==> src/rtl/seq_det_pkg.sv <==
// Shared defaults and context record for the round-robin serial pattern detector.
package seq_det_pkg;
    localparam int NCH_DEF  = 4;
    localparam int PLEN_DEF = 4;
    localparam int PLEN_MAX = 8;
    localparam int CNTW     = 4;
    localparam int CHW      = $clog2(NCH_DEF);
    localparam logic [PLEN_MAX-1:0] PATTERN_DEF = 8'b0000_1001;

    // Sized for the largest supported pattern; narrower patterns use the low bits.
    typedef struct packed {
        logic [PLEN_MAX-1:0] shift;
        logic [CNTW-1:0]     cnt;
    } ctx_t;

    function automatic logic [CNTW-1:0] sat_inc(input logic [CNTW-1:0] c,
                                                input logic [CNTW-1:0] lim);
        return (c >= lim) ? lim : c + 1'b1;
    endfunction
endpackage

==> src/rtl/rr_arbiter.sv <==
// Combinational round-robin arbiter: first requester at or after ptr, wrapping.
module rr_arbiter #(
    parameter int NCH = 4,
    parameter int CHW = $clog2(NCH)
) (
    input  logic [NCH-1:0] req,
    input  logic [CHW-1:0] ptr,
    output logic [NCH-1:0] gnt,
    output logic [CHW-1:0] gnt_idx,
    output logic           any
);
    always_comb begin
        logic [CHW-1:0] idx;
        int             j;
        gnt     = '0;
        gnt_idx = '0;
        any     = 1'b0;
        idx     = '0;
        j       = 0;
        for (int k = 0; k < NCH; k++) begin
            j = int'(ptr) + k;
            if (j >= NCH) begin
                j = j - NCH;
            end
            idx = CHW'(j);
            if (!any && req[idx]) begin
                any     = 1'b1;
                gnt_idx = idx;
            end
        end
        gnt[gnt_idx] = any;
    end
endmodule

==> src/rtl/seq_det_rr_sched.sv <==
// One shared pattern-detection engine time-multiplexed over NCH serial channels,
// with per-channel saved history so interleaved streams are detected independently.
module seq_det_rr_sched
    import seq_det_pkg::*;
#(
    parameter int              NCH     = NCH_DEF,
    parameter int              PLEN    = PLEN_DEF,
    parameter logic [PLEN-1:0] PATTERN = PATTERN_DEF[PLEN-1:0],
    parameter bit              OVERLAP = 1'b0,
    parameter int              CHW_L   = $clog2(NCH)
) (
    input  logic             clk,
    input  logic             rst,
    input  logic [NCH-1:0]   ch_valid,
    input  logic [NCH-1:0]   ch_bit,
    input  logic [NCH-1:0]   ch_clr,
    output logic [NCH-1:0]   ch_ready,
    output logic             det_valid,
    output logic [CHW_L-1:0] det_ch
);
    localparam logic [CNTW-1:0] PLEN_CNT = CNTW'(PLEN);

    ctx_t             ctx_q [NCH];
    ctx_t             ctx_d [NCH];
    logic [CHW_L-1:0] ptr_q, ptr_d;
    logic             det_valid_q, det_valid_d;
    logic [CHW_L-1:0] det_ch_q, det_ch_d;

    logic [NCH-1:0]   req, gnt;
    logic [CHW_L-1:0] gnt_idx;
    logic             any;
    ctx_t             cur_ctx, upd_ctx;
    logic [PLEN-1:0]  nshift;
    logic [CNTW-1:0]  ncnt;
    logic             hit;

    // A channel being cleared this cycle must not consume its bit.
    assign req = ch_valid & ~ch_clr;

    rr_arbiter #(.NCH(NCH), .CHW(CHW_L)) u_arb (
        .req     (req),
        .ptr     (ptr_q),
        .gnt     (gnt),
        .gnt_idx (gnt_idx),
        .any     (any)
    );

    assign ch_ready = rst ? '0 : gnt;

    always_comb begin
        cur_ctx       = ctx_q[gnt_idx];
        nshift        = {cur_ctx.shift[PLEN-2:0], ch_bit[gnt_idx]};
        ncnt          = sat_inc(cur_ctx.cnt, PLEN_CNT);
        hit           = any && (nshift == PATTERN) && (ncnt == PLEN_CNT);
        upd_ctx       = '0;
        upd_ctx.shift[PLEN-1:0] = nshift;
        upd_ctx.cnt   = (hit && !OVERLAP) ? '0 : ncnt;

        ptr_d         = ptr_q;
        if (any) begin
            ptr_d = (gnt_idx == CHW_L'(NCH - 1)) ? '0 : gnt_idx + 1'b1;
        end
        det_valid_d   = hit;
        det_ch_d      = hit ? gnt_idx : det_ch_q;
    end

    // Clear wins for its own channel; a grant to another channel proceeds in parallel.
    generate
        for (genvar gi = 0; gi < NCH; gi++) begin : g_ctx
            assign ctx_d[gi] = ch_clr[gi]                            ? '0      :
                               (any && (gnt_idx == CHW_L'(gi)))     ? upd_ctx :
                                                                      ctx_q[gi];
        end
    endgenerate

    always_ff @(posedge clk) begin
        if (rst) begin
            ptr_q       <= '0;
            det_valid_q <= 1'b0;
            det_ch_q    <= '0;
            for (int i = 0; i < NCH; i++) begin
                ctx_q[i] <= '0;
            end
        end else begin
            ptr_q       <= ptr_d;
            det_valid_q <= det_valid_d;
            det_ch_q    <= det_ch_d;
            ctx_q       <= ctx_d;
        end
    end

    assign det_valid = det_valid_q;
    assign det_ch    = det_ch_q;
endmodule

==> config.mk <==
export PLATFORM = sky130hd
export DESIGN_NAME = seq_det_rr_sched
export DESIGN_NICKNAME = d
export VERILOG_FILES = /design/src/rtl/seq_det_pkg.sv /design/src/rtl/rr_arbiter.sv /design/src/rtl/seq_det_rr_sched.sv
export SDC_FILE = /design/constraint.sdc
export NUM_CORES = 1
export LEC_CHECK = 0
export CAP_MARGIN = 25
export CORE_MARGIN = 1.5
export CORE_UTILIZATION = 62
export CTS_CLUSTER_SIZE = 12
export DETAILED_ROUTE_END_ITERATION = 8
export DONT_BUFFER_PORTS = 1
export PLACE_DENSITY_LB_ADDON = 0.12
export SETUP_SLACK_MARGIN = 0.3
export SYNTH_ARGS = -nofsm -noshare
export SYNTH_HDL_FRONTEND = slang
export SYNTH_SLANG_ARGS = --single-unit
==> constraint.sdc <==
create_clock -name clk -period 3.75 [get_ports clk]
set_input_delay 0.75 -clock clk [delete_from_list [all_inputs] [get_ports clk]]
set_output_delay 0.75 -clock clk [all_outputs]
set_load 0.02 [all_outputs]
# Word level (Yosys, flattened, before mapping)
# Index checks and enable logic that the tools add are counted.
dict set report totals {
  reg_bits 37
  latchBits 0
  ramBits 0
  romBits 0
  inputBits 14
  output_inout_bits 7
  elab_cells 90
  memories 0
}
dict set report classes {
  add_sub_neg 9
  multipliers 0
  div 0
  magnitude_cmp 12
  n_eq_ne 5
  shifts 0
  mux 31
  bitwise_logic 4
  n_reduce_logical 18
}
# cell count
set ops {}
lappend ops {{12-bit binary-select mux with 2-bit select} 1}
lappend ops {{2-bit 2-to-1 mux} 9}
lappend ops {{2-bit by 3-bit less-than comparator with 1-bit output (second input constant)} 5}
lappend ops {{7-bit 2-to-1 mux} 2}
lappend ops {{3-bit greater-or-equal comparator (second input constant)} 4}
lappend ops {{4-bit 2-to-1 mux} 3}
lappend ops {{1-bit binary-select mux with 2-bit select} 5}
lappend ops {{1-bit logical AND} 10}
lappend ops {{1-bit 2-to-1 mux} 10}
lappend ops {{4-bit AND} 2}
lappend ops {{2-bit OR reduction} 4}
lappend ops {{2-bit by 1-bit subtractor with 2-bit output (second input constant)} 4}
lappend ops {{2-bit by 2-bit adder with 3-bit output (second input constant)} 2}
lappend ops {{4-bit by 1-bit adder with 4-bit output (second input constant)} 1}
lappend ops {{2-bit equality test (second input constant)} 2}
lappend ops {{4-bit by 3-bit equality test with 1-bit output (second input constant)} 1}
lappend ops {{4-bit equality test (second input constant)} 1}
lappend ops {{4-bit by 3-bit greater-or-equal comparator with 1-bit output (second input constant)} 1}
lappend ops {{4-bit NOT} 1}
lappend ops {{2-bit by 1-bit adder with 3-bit output (second input constant)} 1}
lappend ops {{2-bit by 3-bit greater-or-equal comparator with 1-bit output (second input constant)} 1}
lappend ops {{1-bit logical NOT} 3}
lappend ops {{2-bit NOT with 3-bit output} 1}
lappend ops {{2-bit by 1-bit adder with 2-bit output (second input constant)} 1}
lappend ops {{4 further kinds} 4}

# Longest topological paths before layout
dict set report logic_depth {
  ltp_word 23
  mapped_depth 13
}

# Hierarchy
# From an unflattened synthesis, not the netlist that was laid out.
dict set report hier_totals {
  cells_unflattened 213
  area_unflattened_um2 1798.0
}
# mod instances cells_per_inst area_per_inst_um2 seq_area_each_um2
set modules_own_cells {}
lappend modules_own_cells {seq_det_rr_sched 1 181 1615.3 660.6}
lappend modules_own_cells {rr_arbiter 1 32 182.7 0.0}

# Least setup slack after synthesis
# Ideal clock, no wire load.
dict set report synth_path {
  path_kind {in2reg}
  from {input port ch_clr[0]}
  to {register det_ch_q[1], in the netlist det_ch[1]}
  setup_time_ns 0.101
  arrival_ns 3.388
  required_time_ns 3.649
  slack_ns 0.261
  path_stages 10
  path_buffers 1
  path_cell_list {or3b_1 a21boi_4 a22oi_4 inv_4 buf_6 mux2i_1 mux2_2 or4b_4 or3_4 o41ai_1}
}
dict set report synth_between {
  elab_chain_cells 22
}
# element line_no
set synth_lines {}
lappend synth_lines {{start: declaration} seq_det_rr_sched.sv:16} ;# input logic [NCH-1:0] ch_clr,
lappend synth_lines {{4-bit NOT (*)} seq_det_rr_sched.sv:38} ;# assign req = ch_valid & ~ch_clr;
lappend synth_lines {{4-bit AND (*)} seq_det_rr_sched.sv:38}
lappend synth_lines {{1-bit binary-select mux with 2-bit select} rr_arbiter.sv:26} ;# if (!any && req[idx]) begin
lappend synth_lines {{1-bit 2-to-1 mux (implied by the code)} rr_arbiter.sv:26}
lappend synth_lines {{1-bit 2-to-1 mux} rr_arbiter.sv:26}
lappend synth_lines {{1-bit logical NOT} rr_arbiter.sv:26}
lappend synth_lines {{1-bit logical AND} rr_arbiter.sv:26}
lappend synth_lines {{1-bit 2-to-1 mux} rr_arbiter.sv:26}
lappend synth_lines {{[6 not listed]} --}
lappend synth_lines {{via gnt_idx[0]} seq_det_rr_sched.sv:30} ;# logic [CHW_L-1:0] gnt_idx;
lappend synth_lines {{2-bit NOT with 3-bit output (implied by the code)} seq_det_rr_sched.sv:51} ;# cur_ctx = ctx_q[gnt_idx];
lappend synth_lines {{12-bit binary-select mux with 2-bit select} seq_det_rr_sched.sv:51}
lappend synth_lines {{7-bit 2-to-1 mux (implied by the code) (2 in series)} seq_det_rr_sched.sv:51}
lappend synth_lines {{4-bit by 1-bit adder with 4-bit output / 4-bit by 3-bit greater-or-equal comparator with 1-bit output (equally long branches)} seq_det_pkg.sv:18} ;# return (c >= lim) ? lim : c + 1'b1;
lappend synth_lines {{4-bit 2-to-1 mux} seq_det_pkg.sv:18}
lappend synth_lines {{4-bit by 3-bit equality test with 1-bit output} seq_det_rr_sched.sv:54} ;# hit = any && (nshift == PATTERN) && (ncnt == PLEN_CNT);
lappend synth_lines {{1-bit logical AND (*)} seq_det_rr_sched.sv:54}
lappend synth_lines {{end signal: assignment} seq_det_rr_sched.sv:87} ;# det_ch_q <= det_ch_d;
lappend synth_lines {{end: declaration} seq_det_rr_sched.sv:27} ;# logic [CHW_L-1:0] det_ch_q, det_ch_d;
# Mark *: on every way through the listed nets, which the timed path passes. The rest lies on a longest branch. The select of a mux whose other input is x is not followed.
# A chain may end at the register's enable or synchronous reset.

# Final worst setup path
dict set report layout_path {
  from {input port ch_clr[0]}
  to {register det_ch_q[1], in the netlist det_ch[1]}
}
dict set report layout_between {
  elab_chain_cells 22
}
# element line_no
set layout_lines {}
lappend layout_lines {{4-bit NOT (*)} seq_det_rr_sched.sv:38}
lappend layout_lines {{4-bit AND (*)} seq_det_rr_sched.sv:38}
lappend layout_lines {{1-bit binary-select mux with 2-bit select} rr_arbiter.sv:26}
lappend layout_lines {{1-bit 2-to-1 mux (implied by the code)} rr_arbiter.sv:26}
lappend layout_lines {{1-bit 2-to-1 mux} rr_arbiter.sv:26}
lappend layout_lines {{1-bit logical NOT} rr_arbiter.sv:26}
lappend layout_lines {{1-bit logical AND} rr_arbiter.sv:26}
lappend layout_lines {{1-bit 2-to-1 mux} rr_arbiter.sv:26}
lappend layout_lines {{[5 not listed]} --}
lappend layout_lines {{2-bit 2-to-1 mux} rr_arbiter.sv:26}
lappend layout_lines {{2-bit NOT with 3-bit output (implied by the code)} seq_det_rr_sched.sv:51}
lappend layout_lines {{12-bit binary-select mux with 2-bit select} seq_det_rr_sched.sv:51}
lappend layout_lines {{7-bit 2-to-1 mux (implied by the code) (2 in series)} seq_det_rr_sched.sv:51}
lappend layout_lines {{4-bit by 1-bit adder with 4-bit output / 4-bit by 3-bit greater-or-equal comparator with 1-bit output (equally long branches)} seq_det_pkg.sv:18}
lappend layout_lines {{4-bit 2-to-1 mux} seq_det_pkg.sv:18}
lappend layout_lines {{4-bit by 3-bit equality test with 1-bit output} seq_det_rr_sched.sv:54}
lappend layout_lines {{1-bit logical AND} seq_det_rr_sched.sv:54}
# Every way passes the cells marked *; elsewhere a longest branch is shown, timed or not. The select of a mux whose other input is x is not followed.

==> metrics.yaml <==
run_status:
  status: "completed"
cells_and_area:
  drive_gt1_share_pct: 17.51
  nets: 235
  fillerInstances: 244
  diodes: 0
  area_growth_pct: 7.549
die:
  fp.coreArea_um2: 2710
  start_util_pct: 64.22
  die_x_um: 55.98
  ioPinCount: 21
  die-height_um: 55.98
  die_area_um2: 3134
  rows: 19
global_routing:
  top_usage_layer: "met2"
  first_global_vias: 1465
  gr-total-overflow: 0
  grt_pass1_wl_um: 6810
  use_met1_pct: 35.70
  use_met2_pct: 46.89
  antenna_found_initial: 0
  grt.total_usage_pct: 28.63
  grt_max_degree: 23
  globalRouteMet3Util_pct: 8.140
power_and_ir_drop:
  vdd_drop_max_uv: 386.5
  power_density_nw_per_um2: 404.3
  p_leak_nw: 0.7376
logic_synthesis:
  synth.top_cells.by_count: "33 x dfxtp_1, 27 x nand2_1, 26 x a21oi_1"
  synth_fa_ha_area_share_pct: 3.595
  synthXorXnorAreaFrac_pct: 0
  synth_edf_count: 0
  synth.most_common_cell: "dfxtp_1"
  seq_area_frac_synth_pct: 37.96
  synth-compound-area-share_pct: 16.10
  synth_seq_cells: 33
  synth_area_leader_cell: "dfxtp_1"
  synth_top_cell_area_share_pct: 37.96
  yosysUniqueCellTypes: 38
  synth_cells: 209
  ys_async_sr_fraction_pct: 0
  synth_area_um2: 1740
  syn_area_per_cell_um2: 8.327
  synth_fp_nets: 228
  yosys-top-cells-area: "dfxtp_1 38%, a21oi_1 7.5%, mux2i_1 7.5%"
  synthMuxAreaShare_pct: 9.418
  yosys_most_used_dff: "dfxtp_1"
  synthSimpleGateAreaFrac_pct: 28.54
  synth_warnings: 0
  synth_top_family_by_area: "simple AND/OR/NAND/NOR gates"
timing:
  setup_tns_ns: 0
  finalCriticalPeriod_ns: 3.274
  clock.fmax_ghz: 0.3055
  finalSetupViolCount: 0
  rsz0062_at_grt: "no"
  finClkSkew_ns: 0.005218
  tightest_slew_ns: 0.4743
  finalWorstSetupSlack_ns: 0.4765
  hold_ws_ns: 0.4657
  slew_viol_final: 0
  slew-limit-headroom_pct: 68.38
  final.period_utilization_pct: 87.29
  hold_viol_final: 0
setup_path:
  cp-start-kind: "input pin"
  critPathLaunch: "ch_clr[0]"
  cp.arrival_ns: 3.50
  rr_startpoint: "ptr_q[0]"
  cp-endpoint: "det_ch[1]"
  path_max_fanout: 7
  cp_slowest_cell: "or4b_4"
  reg2reg_slack_ns: 0.49
  cpMostUsedCell: "mux2i_1"
  crit_chain: "or3b_1, a21boi_4, a22oi_4, buf_4, mux2i_1, mux2i_1, or4b_4, or3_4, o41ai_2"
  regToRegEndpoint: "det_ch[1]"
  r2r_cells: 9
  critPathMaxStageDelay_ns: 0.61
  cp-end-kind: "flip-flop"
  path_class: "input pin to flip-flop"
  cp.required_ns: 3.98
cts:
  cts_tree: "yes"
  cts.path.max_buffers: 2
  cts.reportedPaths.clkPinSlew_ns: 0.11
  clock_latency_ns: 0.33
  cts_max_level: 2
  post_cts_buffers: 0
  cts-buffers-inserted: 5
  clockRootBuffer: "clkbuf_4"
  cts_sinks: 33
placement:
  place_hpwl_um: 3092
  numPortBuffers: 0
  routabilityCongestion: 0.9234
  dpl_worst_slack_ns: 0.1423
detailed_routing:
  drtPass1Iterations: 4
  wirelength_um: 4087
  ant_nets: 0
  drt_iter0_drc: 65
  drcViolationCount: 0
  routedWlPerCell_um: 16.48
  via_count: 1511
  viasPerCell: 6.093
worst_hold_path:
  min_path_type: "flip-flop to flip-flop"
job:
  maxCapViolCount: 0
[cells in the final DEF (no fill, tap or decap), types with 2 or more instances in the layout]
master,instances
dfxtp_1,33
nand2_1,27
a21oi_1,26
nor2_1,24
nand3_1,21
mux2i_1,13
buf_4,10
o41ai_1,6
and3_1,5
or2_2,5
ha_1,5
clkbuf_4,5
a31oi_1,3
inv_1,3
nand2b_1,2
mux2_2,2
and2b_1,2
o41ai_2,2
clkinv_2,2
[worst max-delay path: cells and delay by family]
family	cells	cell delay, ns
buf+inv	1	0.22
compound gates	3	0.81
mux	2	0.37
simple gates	3	1.35
[state kept, by name (all words and copies together), names as in the netlist]
register / flops
ctx_q: 28
det_ch: 2
ptr_q: 2
det_valid: 1
[worst min path at each step]
| stage | startpoint | end | cells after the start |
|---|---|---|---|
| floorplan | ctx_q[0] | ctx_q[0] | 2 |
| global placement | ctx_q[0] | ctx_q[0] | 2 |
| detailed placement | ctx_q[41] | ctx_q[41] | 2 |
| CTS | rst | ptr_q[0] | 1 |
| global route | rst | ptr_q[0] | 1 |
| finish | ctx_q[6] | ctx_q[6] | 2 |
[metrics by stage]
stage	instances	power [W]	instance area, um2	util [%]
2_1_floorplan	209	0.0005205	1759	-
3_3_place_gp	240	0.0005604	1814	66.94
3_5_place_dp	240	0.0005659	1814	66.94
4_1_cts	248	0.0007562	1869	68.98
5_1_grt	248	0.0007945	1872	69.07
6_report	248	0.0007569	1872	69.07
[layout make-up]
cell class | count | area (um2) | area share, %
sequential | 33 | 660.6 | 35.29
multi-input combinational | 162 | 1025 | 54.75
clock inverter | 3 | 17.52 | 0.9358
timing repair buffer | 10 | 75.07 | 4.011
inverter | 4 | 17.52 | 0.9358
clock buffer | 5 | 37.54 | 2.005
tap | 31 | 38.79 | 2.072
[cell families after synthesis]
group                      after synthesis
buffers and inverters                   14
DFF                                     33
muxes                                   16
adders and majority gates                5
AOI/OAI and AO/OA                       42
and+or+nand+nor                         99
[what timing repair did]
| action | in CTS | in global routing |
|---|---|---|
| hold buffers | 0 | 0 |
| setup endpoints to repair | 0 | 1 |
| gates resized for setup | 0 | 1 |
[where the power goes]
group	switching (W)	internal [W]
combinational	0.000121	0.0000733
sequential	0.00000792	0.000360
clock	0.000124	0.0000706
[routing by layer]
| layer | part of all wire [%] | wire [um] | vias to the layer above |
|---|---|---|---|
| met2 | 48 | 1961 | 56 |
| met3 | 6.9 | 280 | 8 |
| li1 | - | - | 747 |
| met1 | 43 | 1776 | 700 |
| met5 | 0 | 0 | - |
| met4 | 1.7 | 69 | 0 |
Note: power is estimated with default switching activity, not from simulation.
==> RTL edit 1, RTL diff (config.mk and constraints unchanged) <==
`PLEN_DEF`: 4 -> 6.
--- a/src/rtl/seq_det_pkg.sv
+++ b/src/rtl/seq_det_pkg.sv
@@ -1,7 +1,7 @@
 // Shared defaults and context record for the round-robin serial pattern detector.
 package seq_det_pkg;
     localparam int NCH_DEF  = 4;
-    localparam int PLEN_DEF = 4;
+    localparam int PLEN_DEF = 6;
     localparam int PLEN_MAX = 8;
     localparam int CNTW     = 4;
     localparam int CHW      = $clog2(NCH_DEF);
Formal check against the unedited RTL: not equivalent (Yosys sat finds a counterexample within 10 cycles, from zero or initial values and one cycle with rst high).
==> RTL edit 1 against the unedited design <==
First-iteration DRC count increased to 3.4 times the old value. Maximum frequency increased by 0.30%. Power increased by 29%. Synthesized area increased by 32%. Sequential power increased by 25%. Routed wire length increased by 44%. Clock skew about the same. Cell area increased by 28%. Sequential cell count increased by 8. Clock power increased by 38%. Setup slack improved by 0.0098 ns. Synthesized cell count increased by 36%. Final cell count increased by 31%. Largest power group unchanged.
==> RTL edit 1: results (changes against the unedited design) <==
.. list-table::
   :header-rows: 1

   * - Metric
     - Value
   * - Multi-input gate area
     - 0.00135 sq mm (+32%)
   * - Fill cell instance count of the final layout
     - 275 (+13%)
   * - Result of the run
     - finished, final reports clean
   * - Highest net fanout along the worst path
     - 8 (+1)
   * - RD Place Congestion
     - 0.941 (+1.9%)
   * - Maximum number of pins on one net before global-route repair
     - 20 (-13%)
   * - Clock Power
     - 270 uW (+38%)
   * - Clk Latency, worst-skew pair
     - 0.30 ns (-0.03 ns)
   * - First-pass GRT wire length
     - 9.95 mm (+46%)
   * - Initial detailed-routing violation count
     - 218 (+240%)
   * - Number of antenna violations at the first check in global routing
     - 0 (unchanged)
   * - Number of synthesized register bits
     - 41 (+24%)
   * - Reg-to-reg startpoint
     - ptr_q[1]
   * - Non-clock buffer total of the final layout
     - 9 (-1)
   * - Startpoint of the tightest hold check path
     - ctx_q[30]
   * - Worst-case vdd ir drop
     - 0.368 mV (-4.7%)
   * - Cell with the biggest individual delay on the critical path
     - a2111oi_1
   * - Final HPWL DP
     - 4.32 mm (+40%)
   * - Gr usage total
     - 32.3% (+3.7 points)
   * - Worst path bufs/invs
     - 2 (+1)
   * - Share of the yosys chip area belonging to registers
     - 35.8% (-2.2 points)
   * - Critical path data arrival time
     - 3.45 ns (-0.05 ns)
   * - Library cells used by synthesis
     - 49 (+29%)
   * - Number of cells on the worst reg-to-reg path
     - 13 (+4)
   * - Multi-input logic cell count
     - 217 (+34%)
   * - Final Skew
     - 0.00533 ns (+0.000116 ns)
   * - Fraction of layout instances using a drive strength above 1
     - 13.6% (-3.9 points)
   * - Library cell used as clock root buffer
     - clkbuf_8
   * - Flip-flop count of the largest register after layout
     - 36 (+29%)
   * - Layout clock area frac
     - 3.07% (+0.13 points)
   * - Sequential cell area
     - 821 sq um (+24%)
   * - Switching power of the nets
     - 324 uW (+28%)
   * - Worst Tran Pin Value
     - 0.543 ns (+0.0690 ns)
   * - Leakage
     - 0.937 nW (+27%)
   * - End of the worst hold path
     - ctx_q[30]
==> RTL edit 1: cells by family (layout without fill, tap and decap cells) <==
kind of cell / Yosys count / count (layout) / share of synthesized area, %
compound gates: 74 / 74 / 24.3
fa+ha+maj: 6 / 6 / 3.27
buf+inv: 27 / 22 / 6.00
flops: 41 / 41 / 35.8
mux: 7 / 7 / 3.49
simple gates: 130 / 130 / 27.2
==> RTL edit 1: repair_timing <==
action / 4_1_cts / 5_1_grt
setup buffers: 0 / 0
setup endpoints to repair: 0 / 1
gates resized for setup: 0 / 1
hold buffers: 0 / 0
==> RTL edit 1: metal layers <==
| metal | GRT usage (%) | up-vias | share of wire, % |
|---|---|---|---|
| met3 | 10.9 | 15 | 9.6 |
| met2 | 47.9 | 94 | 43 |
| li1 | - | 982 | - |
| met1 | 42.9 | 948 | 45 |
| met5 | 0 | - | 0 |
| met4 | 13.0 | 0 | 2.7 |
==> RTL edit 1: worst max-delay path by stage <==
stage             endpoint  depth (start not counted)  slack (ns)
3_3_place_gp     det_ch[0]                         11        0.29
3_5_place_dp     det_ch[0]                         13        0.20
2_1_floorplan    det_ch[0]                         14        0.30
6_report         det_ch[1]                         13        0.49
4_1_cts        ch_ready[3]                          8        0.46
5_1_grt          ctx_q[14]                         13        0.33
==> RTL edit 1: stage by stage <==
step	instance area (sq um)	hold WS, ns	power (mW)	std cells	worst slack [ns]
2_1_floorplan	2310	0.431	0.659	285	0.300
3_3_place_gp	2320	0.437	0.714	320	0.291
3_5_place_dp	2320	0.442	0.713	320	0.200
4_1_cts	2400	0.457	0.978	326	0.462
5_1_grt	2400	0.479	1.03	326	0.325
6_report	2400	0.456	0.979	326	0.486
==> RTL edit 1: tightest hold or removal path: stages, from the launching register on <==
cell	delay (ns)
dfxtp_1	0.31
nand2_1	0.05
a21oi_1	0.05
==> RTL edit 2, RTL diff (same flow settings) <==
Without the edit above. Reset style: asynchronous (`rst`), changed in one clocked block.
--- a/src/rtl/seq_det_rr_sched.sv
+++ b/src/rtl/seq_det_rr_sched.sv
@@ -73,7 +73,7 @@
         end
     endgenerate
 
-    always_ff @(posedge clk) begin
+    always_ff @(posedge clk or posedge rst) begin
         if (rst) begin
             ptr_q       <= '0;
             det_valid_q <= 1'b0;
Check against the original RTL: differs if rst is asserted again (counterexample within 10 cycles, from zero or initial values and one cycle with rst high); with rst held inactive, the same outputs for 10 cycles.
==> RTL edit 2 against the unedited design <==
Core utilization decreased by 2.1 points. Clock skew increased by 0.015 ns. Final cell count increased by 6.5%. Cell area increased by 9.3%. Hold slack got worse by 0.099 ns. Global-route usage decreased by 0.67 points. Sequential cell count unchanged. Synthesized cell count increased by 5.3%. Setup slack improved by 0.13 ns. Synthesized area increased by 14%. Routed wire length increased by 12%.
Power is not compared: it rests on default switching activity, and its combinational part moved more than twofold at a synthesized area within 25%.
==> RTL edit 2: results (changes against the unedited design) <==
.. list-table::
   :header-rows: 1

   * - Metric
     - Value
   * - Result of the run
     - finished, final reports clean
   * - Met3 WL post-DR
     - 318 um (+14%)
   * - Cell with the biggest individual delay on the critical path
     - dfrtp_1
   * - Library cells used by synthesis
     - 47 (+24%)
   * - Highest net fanout along the worst path
     - 12 (+5)
   * - Share of the yosys chip area belonging to registers
     - 41.5% (+3.5 points)
   * - Number of cells on the worst reg-to-reg path
     - 13 (+4)
   * - Gate count after technology mapping
     - 220 (+5.3%)
   * - Fraction of layout instances using a drive strength above 1
     - 11.4% (-6.1 points)
   * - Total length of routed wires
     - 4.56 mm (+12%)
   * - Delay of the slowest cell on the worst path
     - 0.44 ns (-0.17 ns)
   * - Final HPWL DP
     - 3.49 mm (+13%)
   * - H-tree depth reported by CTS
     - 2 (unchanged)
   * - Reg-to-reg startpoint
     - ptr_q[0]
   * - Met3 track demand over resource
     - 4.98% (-3.2 points)
   * - Post-route non-filler standard cell count
     - 264 (+6.5%)
   * - Clk Latency, worst-skew pair
     - about 0.34 ns
   * - First-pass GRT wire length
     - 7.30 mm (+7.2%)
   * - Per-cell via count in the routed design
     - 6.01 (-1.3%)
   * - Library cell used as clock root buffer
     - clkbuf_4
   * - Met2 layer usage reported by global route
     - 47.0% (+0.16 points)
   * - Gr usage total
     - 28.0% (-0.67 points)
   * - Worst Tran Pin Value
     - 0.637 ns (+0.163 ns)
   * - Endpoint of the most critical setup path
     - det_ch[1]
   * - Critical path data arrival time
     - 3.36 ns (-0.14 ns)
   * - Leakage
     - 0.918 nW
   * - Met2 wire len
     - 2.24 mm (+14%)
   * - Commonest cells in the synthesized netlist
     - nand2_1, dfrtp_1, a21oi_1, inv_1, nor2_1
   * - Kind of path behind the tightest hold check
     - input port to async pin
   * - Met1 Usage GRT
     - 36.0% (+0.25 points)
   * - RD Place Congestion
     - 0.858 (-7.1%)
   * - Via count of the first global-routing pass
     - 1595 (+8.9%)
   * - Worst reg2reg setup slack
     - 0.61 ns (+0.12 ns)
   * - Maximum number of pins on one net before global-route repair
     - 18 (-22%)
   * - Placed Instance Area
     - 0.00200 sq mm (+10%)
   * - Initial detailed-routing violation count
     - 73 (+12%)
   * - Detailed-router iteration count before antenna repair
     - 4 (unchanged)
   * - Kind of launch point of the worst setup path
     - flop
   * - Final Skew
     - 0.0204 ns (+0.0151 ns)
   * - WL met1
     - 1.93 mm (+8.6%)
   * - Number of nets in the layout
     - 238 (+1.3%)
   * - Fraction of registers with async set/reset
     - 100% (+100 points)
   * - Top area cells in the synthesized netlist
     - dfrtp_1, nand2_1, a21oi_1, ha_1, mux2i_1
RTL edit 2: cell count changes in the layout (fill, tap and decap cells not counted), moves of 8 or more:
cell and change:
dfxtp_1 -33, dfrtp_1 +33, nor2_1 -17, nand3_1 -20, mux2i_1 -8, nand2_1 +31
RTL edit 2: where the power goes:
part | internal (mW) | switching (mW) | total (mW)
logic | 0.151 | 0.261 | 0.412
registers | 0.405 | 0.0577 | 0.463
clock network | 0.0747 | 0.116 | 0.191
total | 0.631 | 0.435 | 1.07
RTL edit 2: final cells by class:
type / count / area (sq um)
well taps: 44 / 55.1
flip-flops and latches: 33 / 826
inverters: 10 / 42.5
clock buffers: 8 / 48.8
multi-input cells: 164 / 1040
fillers: 261 / 1010
repair buffers: 5 / 37.5
RTL edit 2: worst register-to-register path: stages (launching register included):
cell       delay [ns]
dfrtp_1          0.44
or3b_4           0.43
o211ai_1         0.11
a21o_2           0.16
buf_4            0.19
nand2_1          0.08
and3_1           0.18
a31oi_1          0.15
ha_1             0.24
a2111o_1         0.12
o2111ai_1        0.13
nor3b_1          0.28
o211ai_2         0.14
mux2_1           0.37
RTL edit 2: metrics by stage:
stage                     hold WS (ns)  setup WS (ns)
after floorplan                  0.498          0.403
after global placement           0.515          0.438
after detailed placement         0.520          0.282
after CTS                        0.380          0.630
after global routing             0.401          0.432
final                            0.367          0.609
RTL edit 2: cells by family (layout without fill, tap and decap cells):
family                     Yosys count  after routing  share of synthesized area (%)
and+or+nand+nor                     99             99                           25.6
AOI/OAI and AO/OA                   52             52                           18.9
DFF                                 33             33                           41.5
buffers and inverters               23             23                           6.47
muxes                                8              8                           4.34
adders and majority gates            5              5                           3.14
